[src/rtl/iob_clint_pkg.sv]
// Shared CLINT map and FSM encodings for the CLINT timer scheduler and its write sequencer.
package iob_clint_pkg;

   localparam logic [15:0] MSIP_BASE     = 16'h0000;
   localparam logic [15:0] MTIMECMP_BASE = 16'h4000;
   localparam logic [15:0] MTIME_BASE    = 16'hBFF8;

   typedef enum logic [2:0] {
      S_IDLE,
      S_SCAN,
      S_WRITE,
      S_SETTLE,
      S_ARMED,
      S_FIRE
   } sched_state_e;

   typedef enum logic [1:0] {
      W_IDLE,
      W_REQ,
      W_GAP
   } wr_state_e;

endpackage

[src/rtl/iob_clint_wr_seq.sv]
// Three-write iob master: lo=all-ones, hi=tgt[63:32], lo=tgt[31:0], with a one-cycle
// valid gap between writes because the CLINT registers ready from valid.
module iob_clint_wr_seq
   import iob_clint_pkg::*;
#(
   parameter int unsigned       ADDR_W = 16,
   parameter int unsigned       DATA_W = 32,
   parameter logic [ADDR_W-1:0] BASE   = '0
) (
   input  logic                clk,
   input  logic                rst,
   input  logic                start,
   input  logic [63:0]         tgt,
   input  logic                m_ready,
   output logic                m_valid,
   output logic [ADDR_W-1:0]   m_address,
   output logic [DATA_W-1:0]   m_wdata,
   output logic [DATA_W/8-1:0] m_wstrb,
   output logic                done_c
);

   wr_state_e             state_q, state_d;
   logic [1:0]            phase_q, phase_d;
   logic [63:0]           tgt_q, tgt_d;
   logic                  valid_q, valid_d;
   logic [ADDR_W-1:0]     addr_q, addr_d;
   logic [DATA_W-1:0]     wdata_q, wdata_d;
   logic [DATA_W/8-1:0]   wstrb_q, wstrb_d;

   always_ff @(posedge clk) begin
      if (rst) begin
         state_q <= W_IDLE;
         phase_q <= '0;
         tgt_q   <= '0;
         valid_q <= 1'b0;
         addr_q  <= '0;
         wdata_q <= '0;
         wstrb_q <= '0;
      end else begin
         state_q <= state_d;
         phase_q <= phase_d;
         tgt_q   <= tgt_d;
         valid_q <= valid_d;
         addr_q  <= addr_d;
         wdata_q <= wdata_d;
         wstrb_q <= wstrb_d;
      end
   end

   // m_ready seen in W_GAP is the stale echo of the previous write and is ignored
   always_comb begin
      state_d = state_q;
      phase_d = phase_q;
      tgt_d   = tgt_q;
      valid_d = valid_q;
      addr_d  = addr_q;
      wdata_d = wdata_q;
      done_c  = 1'b0;
      case (state_q)
         W_IDLE: begin
            if (start) begin
               state_d = W_REQ;
               phase_d = 2'd0;
               tgt_d   = tgt;
               valid_d = 1'b1;
               addr_d  = BASE;
               wdata_d = '1;
            end
         end
         W_REQ: begin
            if (m_ready) begin
               valid_d = 1'b0;
               if (phase_q == 2'd2) begin
                  done_c  = 1'b1;
                  state_d = W_IDLE;
               end else begin
                  state_d = W_GAP;
                  phase_d = phase_q + 2'd1;
               end
            end
         end
         W_GAP: begin
            state_d = W_REQ;
            valid_d = 1'b1;
            if (phase_q == 2'd1) begin
               addr_d  = BASE + ADDR_W'(4);
               wdata_d = DATA_W'(tgt_q[63:32]);
            end else begin
               addr_d  = BASE;
               wdata_d = DATA_W'(tgt_q[31:0]);
            end
         end
         default: state_d = W_IDLE;
      endcase
      wstrb_d = valid_d ? '1 : '0;
   end

   assign m_valid   = valid_q;
   assign m_address = addr_q;
   assign m_wdata   = wdata_q;
   assign m_wstrb   = wstrb_q;

endmodule

[src/rtl/iob_clint_tmr_sched.sv]
// Software-timer scheduler: keeps N_TIMERS deadlines, programs mtimecmp of HART_ID with
// the earliest armed one and retires it when mtip rises.
module iob_clint_tmr_sched
   import iob_clint_pkg::*;
#(
   parameter int unsigned  ADDR_W   = 16,
   parameter int unsigned  DATA_W   = 32,
   parameter int unsigned  N_TIMERS = 4,
   parameter int unsigned  HART_ID  = 0,
   parameter int unsigned  N_CORES  = 1,
   localparam int unsigned IDX_W    = $clog2(N_TIMERS)
) (
   input  logic                clk,
   input  logic                rst,
   input  logic                set_valid,
   input  logic [IDX_W-1:0]    set_idx,
   input  logic [63:0]         set_deadline,
   input  logic                clr_valid,
   input  logic [IDX_W-1:0]    clr_idx,
   output logic                m_valid,
   output logic [ADDR_W-1:0]   m_address,
   output logic [DATA_W-1:0]   m_wdata,
   output logic [DATA_W/8-1:0] m_wstrb,
   input  logic                m_ready,
   input  logic [N_CORES-1:0]  mtip_i,
   output logic [N_TIMERS-1:0] fired,
   output logic [N_TIMERS-1:0] armed,
   output logic                busy
);

   localparam logic [ADDR_W-1:0] CMP_ADDR = ADDR_W'(MTIMECMP_BASE + 16'(8 * HART_ID));

   sched_state_e        state_q, state_d;
   logic [63:0]         dl_q [N_TIMERS];
   logic [63:0]         dl_d [N_TIMERS];
   logic [N_TIMERS-1:0] armed_q, armed_d, fired_q, fired_d;
   logic                dirty_q, dirty_d, busy_q, busy_d;
   logic [IDX_W-1:0]    cnt_q, cnt_d, sel_q, sel_d;
   logic [63:0]         best_q, best_d, tgt_c, scan_best_c;
   logic                found_q, found_d, scan_found_c, scan_take_c;
   logic                scan_last_c, req_c, wr_done_c;

   assign req_c       = set_valid | clr_valid;
   assign scan_last_c = (cnt_q == IDX_W'(N_TIMERS - 1));

   always_ff @(posedge clk) begin
      if (rst) state_q <= S_IDLE;
      else     state_q <= state_d;
   end

   // Pending requests outrank a fire so a just-cleared timer can never fire
   always_comb begin
      state_d = state_q;
      case (state_q)
         S_IDLE:   if (dirty_q) state_d = S_SCAN;
         S_SCAN:   if (scan_last_c) state_d = S_WRITE;
         S_WRITE: begin
            if (wr_done_c) begin
               if (dirty_q)       state_d = S_SCAN;
               else if (!found_q) state_d = S_IDLE;
               else               state_d = S_SETTLE;
            end
         end
         S_SETTLE: state_d = S_ARMED;
         S_ARMED: begin
            if (dirty_q || req_c)       state_d = S_SCAN;
            else if (mtip_i[HART_ID])   state_d = S_FIRE;
         end
         S_FIRE:   state_d = S_SCAN;
         default:  state_d = S_IDLE;
      endcase
   end

   // Requests landing in the scan-entry cycle are in the RAM before entry 0 is read
   always_comb begin
      dl_d    = dl_q;
      armed_d = armed_q;
      fired_d = '0;
      cnt_d   = (state_q == S_SCAN && !scan_last_c) ? cnt_q + IDX_W'(1) : '0;
      dirty_d = dirty_q | req_c;
      if (state_d == S_SCAN && state_q != S_SCAN) dirty_d = 1'b0;
      if (state_d == S_FIRE) begin
         fired_d[sel_q] = 1'b1;
         armed_d[sel_q] = 1'b0;
      end
      if (clr_valid) armed_d[clr_idx] = 1'b0;
      if (set_valid) begin
         armed_d[set_idx] = 1'b1;
         dl_d[set_idx]    = set_deadline;
      end
      busy_d = (state_d != S_IDLE) && (state_d != S_ARMED);
   end

   // One entry per SCAN cycle; strict less-than keeps ties on the lowest index
   always_comb begin
      scan_found_c = (cnt_q == '0) ? 1'b0 : found_q;
      scan_best_c  = (cnt_q == '0) ? '1 : best_q;
      scan_take_c  = armed_q[cnt_q] && (!scan_found_c || (dl_q[cnt_q] < scan_best_c));
      best_d  = best_q;
      sel_d   = sel_q;
      found_d = found_q;
      if (state_q == S_SCAN) begin
         found_d = scan_found_c | scan_take_c;
         best_d  = scan_take_c ? dl_q[cnt_q] : scan_best_c;
         sel_d   = scan_take_c ? cnt_q : ((cnt_q == '0) ? '0 : sel_q);
      end
      tgt_c = found_d ? best_d : '1;
   end

   always_ff @(posedge clk) begin
      if (rst) begin
         armed_q <= '0;
         fired_q <= '0;
         dirty_q <= 1'b0;
         busy_q  <= 1'b0;
         cnt_q   <= '0;
         sel_q   <= '0;
         best_q  <= '1;
         found_q <= 1'b0;
      end else begin
         armed_q <= armed_d;
         fired_q <= fired_d;
         dirty_q <= dirty_d;
         busy_q  <= busy_d;
         cnt_q   <= cnt_d;
         sel_q   <= sel_d;
         best_q  <= best_d;
         found_q <= found_d;
      end
   end

   always_ff @(posedge clk) dl_q <= dl_d;

   iob_clint_wr_seq #(
      .ADDR_W (ADDR_W),
      .DATA_W (DATA_W),
      .BASE   (CMP_ADDR)
   ) u_wr_seq (
      .clk       (clk),
      .rst       (rst),
      .start     (state_q == S_SCAN && scan_last_c),
      .tgt       (tgt_c),
      .m_ready   (m_ready),
      .m_valid   (m_valid),
      .m_address (m_address),
      .m_wdata   (m_wdata),
      .m_wstrb   (m_wstrb),
      .done_c    (wr_done_c)
   );

   assign fired = fired_q;
   assign armed = armed_q;
   assign busy  = busy_q;

endmodule

[config.mk]
export PLATFORM = sky130hd
export DESIGN_NAME = iob_clint_tmr_sched
export DESIGN_NICKNAME = d
export VERILOG_FILES = /design/src/rtl/iob_clint_pkg.sv /design/src/rtl/iob_clint_wr_seq.sv /design/src/rtl/iob_clint_tmr_sched.sv
export SDC_FILE = /design/constraint.sdc
export NUM_CORES = 1
export LEC_CHECK = 0
export BUFFER_PORTS_ARGS = -buffer_cell sky130_fd_sc_hd__buf_2
export CAP_MARGIN = 20
export CORE_ASPECT_RATIO = 0.6
export CORE_UTILIZATION = 35
export DETAILED_ROUTE_END_ITERATION = 16
export HOLD_SLACK_MARGIN = 0.05
export PLACE_DENSITY = 0.51
export SYNTH_ARGS = -nofsm -noshare
export SYNTH_HDL_FRONTEND = slang
export SYNTH_SLANG_ARGS = --single-unit
[constraint.sdc]
create_clock -name clk -period 9.6 [get_ports clk]
set_input_delay 1.92 -clock clk [delete_from_list [all_inputs] [get_ports clk]]
set_output_delay 1.92 -clock clk [all_outputs]
set_load 0.05 [all_outputs]
## Word-level counts from Yosys, hierarchy flattened

Cells that the tools add are included.
Widths: inputs -> output; s select.

| cells by class | value |
|---|---|
| order comparisons | 11 |
| $add $sub $neg | 2 |
| reductions and logical operators | 28 |
| mux-type cells | 54 |
| equal/unequal tests | 17 |
| bitwise logic cells | 12 |

Operators with widths:

| kind | count |
|---|---|
| $mux 64 | 7 |
| $bwmux 256 | 1 |
| $bmux 64 s2 | 1 |
| $demux 64 s2 | 1 |
| $lt 64x64->1 | 1 |
| $mux 32 | 2 |
| $pmux 32 s2 | 1 |
| $pmux 16 s2 | 1 |
| $mux 2 | 10 |
| $mux 3 | 6 |
| $pmux 3 s6 | 1 |
| $mux 16 | 1 |
| $mux 4 | 4 |
| $lt 2x3->1 const B | 4 |
| $mux 1 | 11 |
| $eq 3x3->1 const B | 3 |
| $logic_and 1x1->1 | 9 |
| $and 4x4->4 | 2 |
| $not 4->4 | 2 |
| $reduce_and 2->1 | 4 |
| $demux 1 s2 | 3 |
| $eq 2x2->1 const B | 3 |
| $eq 3x1->1 const B | 2 |
| $eq 3x2->1 const B | 2 |
| 25 further kinds | 42 |

| word-level totals | value |
|---|---|
| register bits after elaboration | 459 |

## Logic depth before layout (Yosys ltp)

Gate-level depths: netlist of the first run.

| depth | value |
|---|---|
| word-level depth | 12 |
| gate-level depth with buffers | 20 |

## Hierarchy

A second synthesis of the first run with hierarchy kept.

| second synthesis, totals | value |
|---|---|
| cells, all modules | 1391 |
| area total of the unflattened synthesis | 18534.0 µm² |

Modules (own cells, without submodules):

| module | cells each | area an instance (µm²) | sequential area each (µm²) | instances |
|---|---|---|---|---|
| iob_clint_tmr_sched | 912 | 14396.3 | 9328.9 | 1 |
| iob_clint_wr_seq | 479 | 4137.7 | 2062.0 | 1 |

## Worst setup path before layout of the first run

Ideal clock, no wire load.

| timing path | value |
|---|---|
| path kind | in2reg |
| start | input port set_idx[1] |
| end | register dl_q[192] (netlist name) (enable) |
| data arrival time | 6.674 ns |
| slack | 2.344 ns |
| stages | 1 |
| buffers on the path | 0 |
| required time | 9.018 ns |
| cell sequence | nor3b_1 |

RTL lines:

| element | RTL line | RTL |
|---|---|---|
| start, declared | iob_clint_tmr_sched.sv:16 | `input logic [IDX_W-1:0] set_idx,` |
| end signal, assigned | iob_clint_tmr_sched.sv:132 | `always_ff @(posedge clk) dl_q <= dl_d;` |
| end, declared | iob_clint_tmr_sched.sv:34 | `logic [63:0] dl_q [N_TIMERS];` |

## Worst setup path after layout of the first run

| timing path | value |
|---|---|
| start | register cnt_q[0] |
| end | register best_q[50] |

| on the way | value |
|---|---|
| longest elaborated chain between the ends | 9 |

Ends and longest elaborated chain:

| element | RTL line | RTL |
|---|---|---|
| start, declared | iob_clint_tmr_sched.sv:38 | `logic [IDX_W-1:0] cnt_q, cnt_d, sel_q, sel_d;` |
| start signal, assigned | iob_clint_tmr_sched.sv:125 | `cnt_q <= cnt_d;` |
| $not 2->3 (not written as such) | iob_clint_tmr_sched.sv:98, iob_clint_tmr_sched.sv:104 |  |
| $bmux 64 s2 | iob_clint_tmr_sched.sv:98, iob_clint_tmr_sched.sv:104 |  |
| $mux 64 (not written as such) (2 in series) | iob_clint_tmr_sched.sv:98, iob_clint_tmr_sched.sv:104 |  |
| $lt 64x64->1 | iob_clint_tmr_sched.sv:98 | `scan_take_c = armed_q[cnt_q] && (!scan_found_c \|\| (dl_q[cnt_q] < scan_best_c));` |
| $logic_or 1x1->1 | iob_clint_tmr_sched.sv:98 |  |
| $logic_and 1x1->1 | iob_clint_tmr_sched.sv:98 |  |
| $mux 64 (*) | iob_clint_tmr_sched.sv:104 | `best_d = scan_take_c ? dl_q[cnt_q] : scan_best_c;` |
| $mux 64 (*) | iob_clint_tmr_sched.sv:102 | `if (state_q == S_SCAN) begin` |
| end signal, assigned | iob_clint_tmr_sched.sv:127 | `best_q <= best_d;` |
| end, declared | iob_clint_tmr_sched.sv:39 | `logic [63:0] best_q, best_d, tgt_c, scan_best_c;` |

Every way passes the cells marked *; elsewhere a longest branch is shown, timed or not. The select of a mux whose other input is x is not followed.
A chain may end at the register's enable or synchronous reset.

==> results.json, run 1 <==
{
  "cts_buffer_depth": 3,
  "grt-ovfl-total": 0,
  "path_class": "reg2reg",
  "drv_slew": 0,
  "diodes": 0,
  "rsz0062_at_grt": "no",
  "synthCells": 1484,
  "fin_worst_skew_ns": 0.0237,
  "cts_tree": "yes",
  "grt_pass1_wl_um": 79100,
  "cp_max_fo": 38,
  "clock-sinks": 441,
  "hold_ws_ns": 0.461,
  "fp.dieW_um": 304,
  "power-per-cell-area_nw_per_um2": 187,
  "switching_power_w": 0.000934,
  "wire_per_inst_um": 22.9,
  "synth_edf_count": 256,
  "path_clk_slew_ns": 0.06,
  "vias_per_cell": 5.53,
  "start_util_pct": 35.9,
  "drive_above_1_share_pct": 18.8,
  "hp-class": "reg2reg",
  "grt_util_all_layers_pct": 18.8,
  "grt_pass1_vias": 12300,
  "yosys.area.top_type": "edfxtp_1",
  "post-synth-top-area-fraction_pct": 40.2,
  "htree_levels": 2,
  "dp_hpwl_um": 34900,
  "status": "complete, no violations",
  "gp_congestion": 0.854,
  "ys_ff_latch": 441,
  "final-seq-area_um2": 11400,
  "grt_max_degree": 77,
  "stdcell_area_um2": 21700,
  "dieArea_um2": 55600,
  "yosysSeqAreaShare_pct": 59.6,
  "crit_path_end_kind": "flip-flop",
  "drc": 0,
  "crit_arrival_ns": 6.49,
  "drt_iter0_drc": 1075,
  "vias": 12700,
  "synth_top_flop_cell": "edfxtp_1",
  "total_power_w": 0.00405,
  "rows": 65,
  "startpoint_type": "flip-flop",
  "report.final.hold_viol_count": 0,
  "dp_slack_ns": 3.65,
  "slew_headroom_pct": 26.9,
  "layout.nets": 1704,
  "synthArstFlopShare_pct": 0,
  "cts_hold_buf": 0,
  "drv_cap": 0,
  "fmax_mhz": 167,
  "fin_tns_setup_ns": 0,
  "cp.required_ns": 10.10,
  "area_growth_pct": 13.4,
  "io_buffers": 121,
  "fin_crit_ns": 5.99,
  "worstMarginPinSlew_ns": 1.10,
  "synth.avg_cell_area_um2": 12.9,
  "cts-buffers-inserted": 44,
  "postCtsSetupBuffers": 0,
  "clock-root-buffer": "clkbuf_16",
  "io_pins": 136,
  "period_share_pct": 62.4,
  "pwr-share-clk_pct": 41.5,
  "synth_area_leaders": "edfxtp_1, dfxtp_1, mux4_2",
  "p_seq_share_pct": 51.7,
  "ys_types": 61,
  "netlist_area_um2": 19100,
  "fillers": 5005,
  "p_sw_share_pct": 23.0,
  "drtPass1Iterations": 6,
  "ant_nets": 0,
  "power.internal_w": 0.00312,
  "finalSetupViolCount": 0,
  "place_area_um2": 20300,
  "core_area_um2": 53200,
  "multi_input_area_um2": 7140,
  "drt_wl_total_um": 52600,
  "ir_drop_v": 0.0000999,
  "cts_resized": 0,
  "leakage_nw": 7.22,
  "worst_slack_ns": 3.61,
  "combPwrFrac_pct": 6.8,
  "antenna_found_initial": 1,
  "dieHeight_um": 183,
  "yosysWarningCount": 0,
  "clkLatencyLatePin_ns": 0.57
}
registers in the layout, indices dropped and copies added (netlist names):
register / flops
fired: 4
dirty_q: 1
u_wr_seq.m_wdata: 32
state_q: 3
dl_q: 256
u_wr_seq.m_wstrb: 1
busy: 1
u_wr_seq.state_q: 2
found_q: 1
cnt_q: 2
best_q: 64
sel_q: 2
u_wr_seq.phase_q: 2
u_wr_seq.tgt_q: 64
u_wr_seq.m_address: 2
armed: 4
final timing paths:
kind,start,end,cells past startpoint,slack (ns)
setup / recovery,cnt_q[0]$_SDFF_PP0_,best_q[50]$_SDFF_PP1_,12,3.61
hold / removal,best_q[33]$_SDFF_PP1_,best_q[33]$_SDFF_PP1_,1,0.46
setup reg to reg,cnt_q[0]$_SDFF_PP0_,best_q[50]$_SDFF_PP1_,12,3.61
hold reg to reg,best_q[33]$_SDFF_PP1_,best_q[33]$_SDFF_PP1_,1,0.46
logic make-up after synthesis:
| group | synth area share (%) |
|---|---|
| other cells | 0.0196 |
| flops | 59.6 |
| mux | 9.50 |
| compound gates | 13.4 |
| simple gates | 9.50 |
| buf+inv | 3.56 |
| fa+ha+maj | 4.39 |
placed cells by master, fill, tap and decap left out, drive strengths merged, types with 4 or more instances in the layout:
master | netlist | final
nand2 | 86 | 86
nor3b | 4 | 4
a21oi | 34 | 34
o21a | 6 | 6
ha | 67 | 67
a31oi | 29 | 29
o21ai | 37 | 37
nand3 | 9 | 9
o22a | 64 | 64
dfxtp | 185 | 185
mux2i | 34 | 34
inv | 11 | 11
nor3 | 50 | 50
buf | 59 | 147
o211ai | 4 | 4
nor2b | 4 | 4
clkbuf | 68 | 58
a21o | 6 | 6
mux4 | 65 | 65
a311oi | 36 | 36
o221ai | 39 | 39
edfxtp | 256 | 256
conb | 1 | 14
nand4 | 14 | 14
nand2b | 8 | 8
nor2 | 177 | 177
o31ai | 30 | 30
clkinv | 0 | 18
or3 | 36 | 36
a211oi | 38 | 38
area by class of cell:
class                   instances  share of cell area, %
flip-flops and latches        441                   52.6
multi-input cells             918                   33.0
clock buffers                  58                   5.52
well taps                     703                   4.06
repair buffers                147                   3.79
clock inverters                22                  0.878
inverters                      11                  0.191
power groups by stage:
stage,clock [W],sequential [W],combinational (W)
5_1_grt,0.00181,0.00210,0.000301
4_1_cts,0.00173,0.00210,0.000278
3_3_place_gp,0,0.00214,0.000272
6_report,0.00168,0.00210,0.000277
2_1_floorplan,0,0.00213,0.000189
3_5_place_dp,0,0.00214,0.000277
metal layers:
layer	wire, µm	GRT usage [%]	vias up
met5	120	1.55	-
met3	4420	5.59	53
met2	20500	24.9	410
met1	26800	29.3	6317
li1	-	-	5935
met4	743	3.68	2
critical path, cell delays in order, from the launching register on:
cell and delay, ns:
dfxtp_4 0.83, buf_4 0.66, mux4_2 0.62, ha_1 0.33, nand4_1 0.27, nor4_1 0.65
o311ai_0 0.30, o2111a_1 0.25, a211o_2 0.32, buf_4 0.27, nand3_2 0.60, buf_4 0.49
o22a_1 0.19
synthesized netlist by cell type, types with 2 or more instances:
cell type  count
mux2i_1       34
clkbuf_1      68
o211ai_1       3
o21ai_0       37
nor2_1       177
buf_4         23
nand4_1       14
or3_1         36
a31oi_1       29
buf_1         11
o221a_2        2
nand2_1       85
a311oi_1      36
a21o_1         6
nor3_1        49
nand3b_1       2
nand3_1        8
ha_1          67
nor2b_1        4
mux4_2        65
a21oi_1       33
buf_2         18
nor4_1         3
o22a_1        64
edfxtp_1     256
o31ai_1       30
nor3b_1        4
a211oi_1      37
nand2b_1       8
o221ai_1      39
o21a_1         6
inv_1         11
buf_6          7
dfxtp_1      185
stage by stage:
step / utilization, % / std cells
after global routing: 40.7 / 2300
after CTS: 40.7 / 2300
after global placement: 38.1 / 2219
after floorplan: - / 1497
after detailed placement: 38.1 / 2220
final: 40.7 / 2300
Power figures use the tool's default switching activity.
==> inputs of run 2 (changes only) <==
- ABC_AREA: unset -> 1
- PLACE_DENSITY: 0.51 -> 0.53
- clock period: 9.6 -> 5.1 ns (I/O delays scaled with it)
==> run 2 against run 1 <==
  * First-iteration DRC count is 10% higher
  * Sequential cell count is the same
  * Fmax increased by 39%
  * Global-route usage increased by 0.14 points
  * Sequential share of layout area decreased by 2.4 points
  * Die area grew 4.2%
  * Final area up 4.7%
  * Power grew 95%
  * Critical path type unchanged
==> results.json, run 2 <==
{
  "status": "complete, no violations",
  "netlist_area_um2": 19900,
  "synth_area_leaders": "edfxtp_1, dfxtp_1, nand2_1",
  "cts_hold_buf": 0,
  "drv_slew": 0,
  "fin_tns_setup_ns": 0,
  "drv_cap": 0,
  "cts_resized": 0,
  "synth.avg_cell_area_um2": 9.19,
  "drive_above_1_share_pct": 10.6,
  "final-seq-area_um2": 11400,
  "postCtsSetupBuffers": 0,
  "yosysWarningCount": 0,
  "core_area_um2": 56000,
  "leakage_nw": 10.1,
  "fin_worst_skew_ns": 0.0280,
  "ir_drop_v": 0.000244,
  "dieHeight_um": 187,
  "cts_buffer_depth": 3,
  "grt_max_degree": 89,
  "startpoint_type": "flip-flop",
  "drt_wl_total_um": 54700,
  "synth_top_flop_cell": "edfxtp_1",
  "place_area_um2": 21300,
  "power-per-cell-area_nw_per_um2": 349,
  "dieArea_um2": 57900,
  "clock-sinks": 441,
  "clkLatencyLatePin_ns": 0.58,
  "hp-start": "u_wr_seq.m_address[2]$_SDFFE_PP0P_",
  "crit_arrival_ns": 4.76,
  "worstMarginPinSlew_ns": 1.03,
  "fmax_mhz": 233,
  "report.final.hold_viol_count": 0,
  "crit_path_end_kind": "flip-flop",
  "multi_input_area_um2": 7130,
  "fillers": 5600,
  "path_clk_slew_ns": 0.06,
  "io_buffers": 121,
  "period_share_pct": 84.3,
  "drtPass1Iterations": 5,
  "fp.dieW_um": 310,
  "r2r-start": "cnt_q[0]$_SDFF_PP0_",
  "start_util_pct": 35.6,
  "synthCells": 2169,
  "grt_pass1_vias": 14800,
  "critPathSlowestCell": "a32oi_1",
  "ant_nets": 0,
  "finalSetupViolCount": 0,
  "vias": 15300,
  "max_stage_delay_ns": 0.58,
  "htree_levels": 2,
  "cp-startpoint": "cnt_q[0]$_SDFF_PP0_",
  "crit_top_cell": "nand2_1",
  "post-synth-top-area-fraction_pct": 38.6,
  "grt-ovfl-total": 0,
  "grt_pass1_wl_um": 85200,
  "wire_per_inst_um": 18.1,
  "cp_max_fo": 59,
  "synth_edf_count": 256,
  "gp_congestion": 0.829,
  "fin_crit_ns": 4.30,
  "ys_top_cells_by_count": "nand2_1, edfxtp_1, nand3_1",
  "final_cell_mix": "nand2_1, edfxtp_1, nand3_1",
  "slew_headroom_pct": 31.5,
  "yosys.area.top_type": "edfxtp_1",
  "grt_util_all_layers_pct": 18.9,
  "stdcell_area_um2": 22700,
  "largest_reg_flops": 256,
  "top_regs": "dl_q (256), best_q (64), u_wr_seq.tgt_q (64)",
  "drt_iter0_drc": 1182,
  "layout.nets": 2375,
  "path_class": "reg2reg",
  "vias_per_cell": 5.05,
  "rsz0062_at_grt": "no",
  "crit_chain": "buf_4 -> nand2_1 -> a32oi_1 -> ha_1 -> nand2_1 -> nor3_1 -> nand2_1 -> nor3b_1 -> nand2_1 -> nand2_1 -> nand2_2 -> nand2_2 -> buf_4 -> nand2_1 -> nand2_1 -> nand3_1 -> nand2_1 -> inv_1",
  "synthArstFlopShare_pct": 0,
  "yosysSeqAreaShare_pct": 57.2,
  "ys_ff_latch": 441,
  "area_growth_pct": 13.9,
  "hp-class": "reg2reg",
  "cp.required_ns": 5.56,
  "antenna_found_initial": 1,
  "drc": 0,
  "io_pins": 136,
  "dp_hpwl_um": 35400,
  "rows": 67,
  "cts-buffers-inserted": 45,
  "layout_commonest_cell": "nand2_1",
  "cts_tree": "yes",
  "clock-root-buffer": "clkbuf_16",
  "top_register": "dl_q",
  "ys_types": 37,
  "synthMostInstantiatedCell": "nand2_1"
}
[run 2: cell types whose count changed in the layout (fill, tap and decap cells not counted), moves of 38 or more]
cell	before	now
nand3_1	8	211
o21ai_0	36	111
nand2_1	85	538
o22a_1	64	0
o221ai_1	39	1
inv_1	8	208
nor3_1	48	8
o21a_1	6	65
nor2_1	175	93
mux4_2	65	0
a32oi_1	0	63
a21oi_1	32	168
[run 2: cell families after synthesis]
kind of cell	after synthesis	synth area share, %
buf+inv	368	7.68
fa+ha+maj	67	4.21
flops	441	57.2
other cells	1	0.0188
simple gates	866	17.9
compound gates	426	13.0
[run 2: path summary, 6_finish.rpt]
path	slack, ns	cells past startpoint	to
worst max-delay path	0.80	18	u_wr_seq.tgt_q[48]$_SDFFE_PP0P_
worst min-delay path	0.47	2	u_wr_seq.m_address[2]$_SDFFE_PP0P_
worst min register to register	0.47	2	u_wr_seq.m_address[2]$_SDFFE_PP0P_
worst max register to register	0.80	18	u_wr_seq.tgt_q[48]$_SDFFE_PP0P_
[run 2: stage by stage]
stage                     std cells  setup slack (ns)  utilization (%)  total power (W)  hold WS [ns]
after global placement         2945             0.894             38.0          0.00478         0.456
after CTS                      3029             0.828             40.5          0.00801         0.476
after floorplan                2182             0.970                -          0.00455         0.452
final                          3030             0.801             40.5          0.00792         0.472
after detailed placement       2946             0.852             38.0          0.00480         0.457
after global routing           3029             0.413             40.5          0.00826         0.498
[run 2: layer usage]
metal	track usage, %	wire [µm]	vias up
met5	0	0	-
met4	4.02	792	0
met3	3.81	3410	59
met2	28.4	23800	392
met1	28.0	26700	7360
li1	-	-	7493
[run 2: report_power, final]
part / total, W / leakage, nW / switching (W) / internal, W
Clock: 0.00319 / 0.680 / 0.00139 / 0.00180
Combinational: 0.000726 / 5.56 / 0.000516 / 0.000210
Sequential: 0.00400 / 3.85 / 0.0000668 / 0.00393
Total: 0.00792 / 10.1 / 0.00197 / 0.00594
[run 2: critical path: cells and delay by family (launching register included)]
family                     cells  cell delay [ns]
and+or+nand+nor               13             2.07
buffers and inverters          3             0.85
adders and majority gates      1             0.24
DFF                            1             0.38
AOI/OAI and AO/OA              1             0.58
[run 2: final cells by class]
cell class	instances	share of cell area, %
diodes	1	0.0110
inverters	213	3.56
well taps	759	4.19
clock buffers	59	5.43
multi-input cells	1373	31.4
flip-flops and latches	441	50.2
clock inverters	24	0.750
repair buffers	160	4.43
==> inputs of run 3 (changes only) <==
- PLACE_DENSITY: 0.53 -> 0.51
- clock period: 5.1 -> 4 ns (I/O delays scaled with it)
==> run 3 against run 2 <==
  * Critical path depth grew 3
  * Clock power grew 31%
  * Largest power group unchanged
  * Highest routed layer is now met5
  * Via count shrank 0.33%
  * Utilization grew 0.66 points
  * Final area grew 1.6%
  * Non-clock buffer count grew 26
  * First-iteration DRC count grew 1.5%
==> results.json, run 3 (synthesis results as in run 2) <==
{
  "cts_tree": "yes",
  "crit_chain": "inv_4 -> buf_12 -> buf_4 -> a21oi_1 -> a32oi_1 -> ha_1 -> a21oi_1 -> o21ai_0 -> nand2_1 -> o211ai_1 -> nand2_1 -> o2111ai_1 -> a21oi_1 -> nand2_1 -> nand2_2 -> buf_12 -> nand3_1 -> nand2_1 -> nand3_2 -> nand2_1 -> inv_1",
  "critPathSlowestCell": "a32oi_1",
  "p_seq_share_pct": 49.9,
  "max_stage_delay_ns": 0.46,
  "grt_max_degree": 66,
  "cp_top_family": "compound AO/OA/AOI/OAI gates",
  "drv_slew": 0,
  "status": "complete, no violations",
  "grt_pass1_vias": 14500,
  "total_power_w": 0.0102,
  "layout_commonest_cell": "nand2_1",
  "crit_arrival_ns": 4.17,
  "fin_worst_skew_ns": 0.0169,
  "io_buffers": 121,
  "wire_per_inst_um": 17.7,
  "report.final.hold_viol_count": 0,
  "start_util_pct": 35.6,
  "worstMarginPinSlew_ns": 0.850,
  "htree_levels": 2,
  "drv_cap": 0,
  "final-seq-area_um2": 11400,
  "hold_ws_ns": 0.450,
  "drive_above_1_share_pct": 12.0,
  "clock-root-buffer": "clkbuf_16",
  "stdcell_area_um2": 23100,
  "cts_hold_buf": 0,
  "rows": 67,
  "power-per-cell-area_nw_per_um2": 443,
  "drc": 0,
  "drtPass1Iterations": 5,
  "crit_top_cell": "nand2_1",
  "cp.required_ns": 4.47,
  "instances_no_fill": 3051,
  "path_class": "reg2reg",
  "drt_iter0_drc": 1200,
  "pwr-share-clk_pct": 40.8,
  "fin_crit_ns": 3.70,
  "hp-class": "in2reg",
  "dpl.cell_count": 2967,
  "cts-buffers-inserted": 44,
  "vias_per_cell": 5.00,
  "fin_tns_setup_ns": 0,
  "multi_input_area_um2": 7170,
  "combPwrFrac_pct": 9.2,
  "gp_congestion": 0.849,
  "period_share_pct": 92.5,
  "finalSetupViolCount": 0,
  "fillers": 5520,
  "ant_nets": 0,
  "slew_headroom_pct": 43.1,
  "p_sw_share_pct": 24.7,
  "antenna_found_initial": 3,
  "clkLatencyLatePin_ns": 0.57,
  "switching_power_w": 0.00253,
  "cp_max_fo": 41,
  "path_buf_inv": 5,
  "dp_hpwl_um": 36100,
  "vias": 15300,
  "final_cell_mix": "nand2_1, edfxtp_1, nand3_1",
  "io_pins": 136,
  "fmax_mhz": 270,
  "grt_util_all_layers_pct": 18.6,
  "ir_drop_v": 0.000235,
  "clock-sinks": 441,
  "top_regs": "dl_q (256), best_q (64), u_wr_seq.tgt_q (64)",
  "area_growth_pct": 15.7,
  "fp.dieW_um": 310,
  "core_area_um2": 56000,
  "startpoint_type": "flip-flop",
  "power.internal_w": 0.00768,
  "top_register": "dl_q",
  "dieArea_um2": 57900,
  "crit_path_end_kind": "flip-flop",
  "largest_reg_flops": 256,
  "rsz0062_at_grt": "no",
  "leakage_nw": 10.3,
  "path_clk_slew_ns": 0.07,
  "cts_buffer_depth": 3,
  "diodes": 0,
  "layout.nets": 2400,
  "dieHeight_um": 187,
  "grt_pass1_wl_um": 84400,
  "grt-ovfl-total": 0,
  "drt_wl_total_um": 54000,
  "place_area_um2": 21500
}
run 3: timing repair:
action                     4_1_cts  5_1_grt
setup endpoints to repair        0       16
resized for setup                0        7
setup buffers                    0        3
run 3: area by class of cell:
type                            count  area share (%)
Sequential cell                   441            49.4
Inverter                          213            3.50
Tap cell                          759            4.12
Timing Repair Buffer              186            5.72
Multi-Input combinational cell   1373            31.1
Clock inverter                     26            1.13
Clock buffer                       53            5.01
run 3: power by group through the flow:
stage               Sequential (W)  Combinational, W  Clock [W]
finish                     0.00510          0.000943    0.00417
global route               0.00512           0.00107    0.00447
CTS                        0.00510          0.000942    0.00429
detailed placement         0.00520          0.000938          0
global placement           0.00519          0.000923          0
floorplan                  0.00519          0.000620          0
run 3: worst paths after layout:
| path | startpoint | endpoint | slack [ns] | cells past startpoint |
|---|---|---|---|---|
| hold / removal | set_deadline[26] | dl_q[26]$_DFFE_PP_ | 0.45 | 1 |
| setup / recovery | cnt_q[1]$_SDFF_PP0_ | u_wr_seq.tgt_q[55]$_SDFFE_PP0P_ | 0.30 | 21 |
| hold reg to reg | u_wr_seq.m_wdata[23]$_SDFFE_PP0P_ | u_wr_seq.m_wdata[23]$_SDFFE_PP0P_ | 0.48 | 2 |
| setup reg to reg | cnt_q[1]$_SDFF_PP0_ | u_wr_seq.tgt_q[55]$_SDFFE_PP0P_ | 0.30 | 21 |
run 3: stage by stage:
stage	util, %	worst slack (ns)
3_3_place_gp	38.4	0.190
5_1_grt	41.2	0.00567
6_report	41.2	0.301
2_1_floorplan	-	0.0897
3_5_place_dp	38.4	0.180
4_1_cts	41.0	0.160
run 3: worst register-to-register path, delay by kind of cell, from the launching register on:
kind            cells  cell delay [ns]
compound gates      7             1.11
simple gates        8             0.99
buf+inv             5             0.83
fa+ha+maj           1             0.35
flops               1             0.33
run 3: metal layers:
| metal | share of wire, % | vias to the layer above | global-route usage [%] |
|---|---|---|---|
| met5 | 0.078 | - | 0 |
| met4 | 1.5 | 6 | 3.43 |
| met3 | 5.9 | 65 | 4.07 |
| met2 | 42 | 362 | 27.2 |
| met1 | 51 | 7273 | 28.2 |
| li1 | - | 7548 | - |
